### src/rtl/uart_ascii_tx.sv
`default_nettype none
// ============================================================================
// Module   : uart_ascii_tx
// Purpose  : Sends an endless sweep of printable ASCII codes over an 8N1 UART
//            line. Bit timing comes from an external 10 kHz divided clock that
//            is sampled as data, synchronised, and edge-detected into a
//            one-cycle bit_tick. All FSM state changes happen on bit_tick.
// Revision : 1.0 - initial release
//
// Parameters
//   FIRST_CHAR  first ASCII code of the sweep (default 8'h20)
//   LAST_CHAR   last ASCII code of the sweep  (default 8'h7E), >= FIRST_CHAR
//
// Ports
//   Clock_100MHz  in   system clock, the only clock
//   Reset_n       in   asynchronous active-low reset
//   clock_10KHz   in   divided bit-rate clock, sampled as data
//   Enable        in   level, 1 = keep sending frames
//   TxD           out  registered serial line, idle high
//   Busy          out  high while a frame is on the line
//   Char          out  ASCII code of the current / next frame
//   Frame_done    out  one-cycle pulse at the end of each stop bit
//
// Build option
//   UART_CRLF_EN  when defined, a CR (8'h0D) and LF (8'h0A) frame are sent
//                 after the LAST_CHAR frame before wrapping to FIRST_CHAR.
// ============================================================================
module uart_ascii_tx #(
  parameter logic [7:0] FIRST_CHAR = 8'h20,
  parameter logic [7:0] LAST_CHAR  = 8'h7E
) (
  input  logic       Clock_100MHz,
  input  logic       Reset_n,
  input  logic       clock_10KHz,
  input  logic       Enable,
  output logic       TxD,
  output logic       Busy,
  output logic [7:0] Char,
  output logic       Frame_done
);

  typedef enum logic [1:0] {
    S_IDLE  = 2'd0,
    S_START = 2'd1,
    S_DATA  = 2'd2,
    S_STOP  = 2'd3
  } state_t;

  state_t     r_state;
  logic       r_sync1;
  logic       r_sync2;
  logic       r_hist;
  logic [2:0] r_idx;
  logic       r_txd;
  logic       r_busy;
  logic       r_frame_done;
  logic [7:0] r_char;

  logic       w_bit_tick;
  logic [2:0] w_idx_next;
  logic [7:0] w_char_next;

`ifdef UART_CRLF_EN
  // 0 = normal sweep, 1 = CR frame pending/on line, 2 = LF frame on line
  logic [1:0] r_crlf;
  logic [1:0] w_crlf_next;
`endif

  // --------------------------------------------------------------------------
  // Synchroniser + history FF; bit_tick marks a synchronised rising edge.
  // --------------------------------------------------------------------------
  always_ff @(posedge Clock_100MHz or negedge Reset_n) begin
    if (!Reset_n) begin
      r_sync1 <= 1'b0;
      r_sync2 <= 1'b0;
      r_hist  <= 1'b0;
    end else begin
      r_sync1 <= clock_10KHz;
      r_sync2 <= r_sync1;
      r_hist  <= r_sync2;
    end
  end

  assign w_bit_tick = r_sync2 & ~r_hist;
  assign w_idx_next = r_idx + 3'd1;

  // --------------------------------------------------------------------------
  // Next character in the sweep
  // --------------------------------------------------------------------------
`ifdef UART_CRLF_EN
  always_comb begin
    w_char_next = r_char + 8'd1;
    w_crlf_next = 2'd0;
    case (r_crlf)
      2'd0: begin
        if (r_char == LAST_CHAR) begin
          w_char_next = 8'h0D;
          w_crlf_next = 2'd1;
        end
      end
      2'd1: begin
        w_char_next = 8'h0A;
        w_crlf_next = 2'd2;
      end
      default: begin
        w_char_next = FIRST_CHAR;
        w_crlf_next = 2'd0;
      end
    endcase
  end
`else
  assign w_char_next = (r_char == LAST_CHAR) ? FIRST_CHAR : (r_char + 8'd1);
`endif

  // --------------------------------------------------------------------------
  // Frame FSM. TxD/Busy are loaded with the value belonging to the state being
  // entered, so the line changes on the same edge as the state.
  // --------------------------------------------------------------------------
  always_ff @(posedge Clock_100MHz or negedge Reset_n) begin
    if (!Reset_n) begin
      r_state      <= S_IDLE;
      r_idx        <= 3'd0;
      r_txd        <= 1'b1;
      r_busy       <= 1'b0;
      r_frame_done <= 1'b0;
      r_char       <= FIRST_CHAR;
`ifdef UART_CRLF_EN
      r_crlf       <= 2'd0;
`endif
    end else begin
      r_frame_done <= 1'b0;
      if (w_bit_tick) begin
        case (r_state)
          S_IDLE: begin
            if (Enable) begin
              r_state <= S_START;
              r_txd   <= 1'b0;
              r_busy  <= 1'b1;
            end
          end
          S_START: begin
            r_state <= S_DATA;
            r_idx   <= 3'd0;
            r_txd   <= r_char[0];
          end
          S_DATA: begin
            if (r_idx == 3'd7) begin
              r_state <= S_STOP;
              r_txd   <= 1'b1;
            end else begin
              r_idx <= w_idx_next;
              r_txd <= r_char[w_idx_next];
            end
          end
          S_STOP: begin
            r_frame_done <= 1'b1;
            r_char       <= w_char_next;
`ifdef UART_CRLF_EN
            r_crlf       <= w_crlf_next;
`endif
            r_idx        <= 3'd0;
            // Back-to-back frames: go straight to START without an idle bit
            if (Enable) begin
              r_state <= S_START;
              r_txd   <= 1'b0;
              r_busy  <= 1'b1;
            end else begin
              r_state <= S_IDLE;
              r_txd   <= 1'b1;
              r_busy  <= 1'b0;
            end
          end
          default: begin
            r_state <= S_IDLE;
            r_txd   <= 1'b1;
            r_busy  <= 1'b0;
          end
        endcase
      end
    end
  end

  assign TxD        = r_txd;
  assign Busy       = r_busy;
  assign Char       = r_char;
  assign Frame_done = r_frame_done;

endmodule
`default_nettype wire
### config.mk
export PLATFORM = sky130hd
export DESIGN_NAME = uart_ascii_tx
export DESIGN_NICKNAME = d
export VERILOG_FILES = /design/src/rtl/uart_ascii_tx.sv
export SDC_FILE = /design/constraint.sdc
export NUM_CORES = 1
export LEC_CHECK = 0
export BUFFER_PORTS_ARGS = -buffer_cell sky130_fd_sc_hd__buf_2
export CAP_MARGIN = 20
export CORE_UTILIZATION = 49
export DETAILED_ROUTE_END_ITERATION = 7
export PLACE_DENSITY = 0.75
export SLEW_MARGIN = 10
export SYNTH_ARGS = -nofsm -noshare
export SYNTH_HDL_FRONTEND = slang
export SYNTH_SLANG_ARGS = --single-unit
### constraint.sdc
create_clock -name Clock_100MHz -period 1.6 [get_ports Clock_100MHz]
set_input_delay 0.08 -clock Clock_100MHz [delete_from_list [all_inputs] [get_ports Clock_100MHz]]
set_output_delay 0.08 -clock Clock_100MHz [all_outputs]
set_load 0.01 [all_outputs]
==> flow_summary.toml <==
[grt]
grt_pass1_vias = 764
grt.overflow.total = 0
grt_max_degree = 20
grt_usage = 0.2201
antenna_found_initial = 0
grt_pass1_wl_mm = 3.401

[route]
wl_per_cell_um = 14.98
ant_nets = 0
drc_errors = 0
wirelength_mm = 2.367
viasPerCell = 5.437
vias = 859
detail_route.iter0.violations = 21
firstDrtPassIters = 4

[clock_tree]
clk_pin_slew_ns = 0.11
cts_buffer_depth = 2
cts_buffers = 3
cts_num_sinks = 19
insertion_delay_ns = 0.30
tritoncts = "built"
ctsRootBufferMaster = "clkbuf_4"
cts_htree_levels = 1

[sta]
slew_viol_final = 0
layout_setup_ws_ns = 0.008334
rsz0062_at_grt = "yes"
period_share = 0.9948
min_period_ns = 1.592
setup_violations = 0
clock_skew_ns = 0.008298
timing.fmax_mhz = 628.3
relSlewSlack = 0.7136
worst_pin_slew_ns = 0.4296
final_hold_viol_count = 0

[logic_synthesis]
ys_seq_area_frac = 0.4619
synth-seq-cells = 19
synth_cell_type_count = 33
synth_area_um2 = 1035
ys_warn_count = 0
synth_area_per_cell_um2 = 10.67
postSynthCellCount = 97
syn-num-nets = 110

[floorplanning]
chipWidth_um = 47.96
start_util = 0.5221
rows = 16
core_um2 = 1982
io_pins = 15
die_h_um = 47.96
dieArea_um2 = 2300

[setup_path]
cp.required_ns = 1.83
crit_path_max_fanout = 4
critPathKind = "register to register"
cp-start-kind = "register"
end_kind = "register"
arrival_ns = 1.82

[placement]
dp_hpwl_mm = 1.752
gp_congestion = 0.8066
port_buffers = 14
placed_cell_area_um2 = 1247
pre_cts_slack_ns = -0.04550

[finish]
antenna_cells = 0
layout.nets = 145
register_area_um2 = 481.7
drive_gt1_frac = 0.3740
num-fill-cells = 139
multiInputGateArea_um2 = 570.5
area_growth_syn_to_layout_pct = 31.20
fin_area_um2 = 1358

[pwr]
power.leakage_nw = 0.6373
power_density_nw_per_um2 = 1437
ir_drop_mv = 0.9330

[job]
cap_violations = 0

[run_status]
outcome = "completed"

[worst_hold_path]
hold_path.class = "primary input to register"
-- final cells by class --
type	instances	share of cell area
flip-flops and latches	19	0.3548
well taps	27	0.02488
clock inverters	1	0.003687
inverters	9	0.02488
multi-input cells	67	0.4203
repair buffers	32	0.1548
clock buffers	3	0.01659
-- per-stage QoR --
| step | hold slack [ns] | util | total power (W) | setup TNS, ns | instances |
|---|---|---|---|---|---|
| after floorplan | -0.2156 | - | 0.001250 | 0 | 97 |
| after global placement | 0.03410 | 0.6294 | 0.001515 | 0 | 151 |
| final | 0.05334 | 0.6850 | 0.001951 | 0 | 158 |
| after global routing | 0.05234 | 0.6850 | 0.002089 | -0.1518 | 158 |
| after detailed placement | 0.04480 | 0.6294 | 0.001580 | -0.07476 | 151 |
| after CTS | 0.05055 | 0.6648 | 0.001872 | -0.006459 | 157 |
-- per-layer routing --
layer / global-route usage / wire (um) / vias to the layer above
met2: 0.3568 / 1195 / 40
met3: 0.05660 / 137 / 8
met5: 0 / 0 / -
met1: 0.2817 / 987 / 401
li1: - / - / 410
met4: 0.08333 / 46 / 0
-- cells in the mapped netlist --
master / number / share of area
nor2_1: 10 / 0.036
mux2_2: 1 / 0.011
mux4_1: 2 / 0.051
o22a_1: 1 / 0.0085
buf_2: 1 / 0.0048
dfstp_2: 2 / 0.051
xnor2_1: 3 / 0.025
a22oi_1: 1 / 0.0073
or3_1: 1 / 0.0060
and3b_1: 1 / 0.0085
nor3_1: 5 / 0.024
a211oi_1: 2 / 0.015
a21oi_1: 1 / 0.0048
nand4b_1: 1 / 0.0085
mux2i_1: 1 / 0.0097
o32a_1: 1 / 0.0097
nor4_2: 1 / 0.012
inv_1: 9 / 0.033
nand2_1: 6 / 0.022
and3_1: 1 / 0.0060
o21ai_0: 4 / 0.019
xor2_1: 3 / 0.025
clkbuf_1: 1 / 0.0036
a31oi_1: 1 / 0.0060
a221oi_1: 1 / 0.0085
nand2b_1: 2 / 0.012
a221o_1: 1 / 0.0097
a21o_1: 1 / 0.0073
dfrtp_1: 17 / 0.41
nand3_1: 2 / 0.0097
nor3b_1: 1 / 0.0073
ha_1: 9 / 0.11
nand4_1: 3 / 0.018
-- worst paths after layout --
kind                            startpoint    endpoint  slack, ns  depth (start not counted)
worst max register to register    r_idx[0]         TxD      0.008                          5
max in group asynchronous          Reset_n         TxD       1.03                          2
min in group asynchronous          Reset_n  r_state[0]       0.23                          2
worst min register to register     r_sync1     r_sync2       0.36                          0
worst max-delay path              r_idx[0]         TxD      0.008                          5
worst min-delay path                Enable        Busy       0.05                          2
-- flip-flops by register name (all words and copies together), names as in the netlist --
register / flops
r_sync2: 1
Frame_done: 1
TxD: 1
Busy: 1
r_sync1: 1
r_idx: 3
r_state: 2
r_hist: 1
Char: 8
-- logic make-up (layout without fill, tap and decap cells) --
| group | Yosys count | count (layout) | synth area share |
|---|---|---|---|
| flip-flops | 19 | 19 | 0.4619 |
| AO/OA/AOI/OAI | 14 | 14 | 0.09553 |
| AND/OR/NAND/NOR | 34 | 34 | 0.1705 |
| adder cells (fa/ha/maj) | 9 | 9 | 0.1088 |
| multiplexers | 4 | 4 | 0.07134 |
| buffers and inverters | 11 | 45 | 0.04110 |
| XOR/XNOR | 6 | 6 | 0.05080 |
-- worst max-delay path, stage by stage, from the launching register on --
cell	delay, ns
dfrtp_2	0.47
ha_4	0.29
mux4_2	0.28
mux2i_1	0.14
nand2_1	0.06
a221o_1	0.28
-- report_power, final --
part           switching [W]  total (W)  internal [W]  leakage (nW)
combinational       0.000486   0.000966      0.000480         0.387
clock               0.000151   0.000244     0.0000932        0.0177
sequential          0.000125   0.000740      0.000615         0.232
-- placed cells by master (no fill, tap or decap), types with 2 or more instances in the layout --
master         netlist  routed
buf_2                1      14
xnor2_1              3       3
nor2_1              10      10
o21ai_0              4       4
inv_1                9       8
dlygate4sd3_1        0       2
nand3_1              2       2
clkbuf_4             0       3
nand2b_1             2       2
ha_1                 9       5
dfrtp_2              0       3
dfstp_2              2       2
dfrtp_1             17      14
nand4_1              3       3
ha_4                 0       3
nor3_1               5       5
nand2_1              6       6
xor2_1               3       3
buf_4                0      16
-- timing repair --
item                                    in CTS  in global routing
buffers inserted                             0                  1
hold endpoints to repair                    18                  0
cloned                                       0                  0
endpoints found under the setup margin       6                 14
hold buffers                                 2                  0
pin swaps                                    0                  4
gates resized for setup                      4                  9
Power figures use the tool's default switching activity.
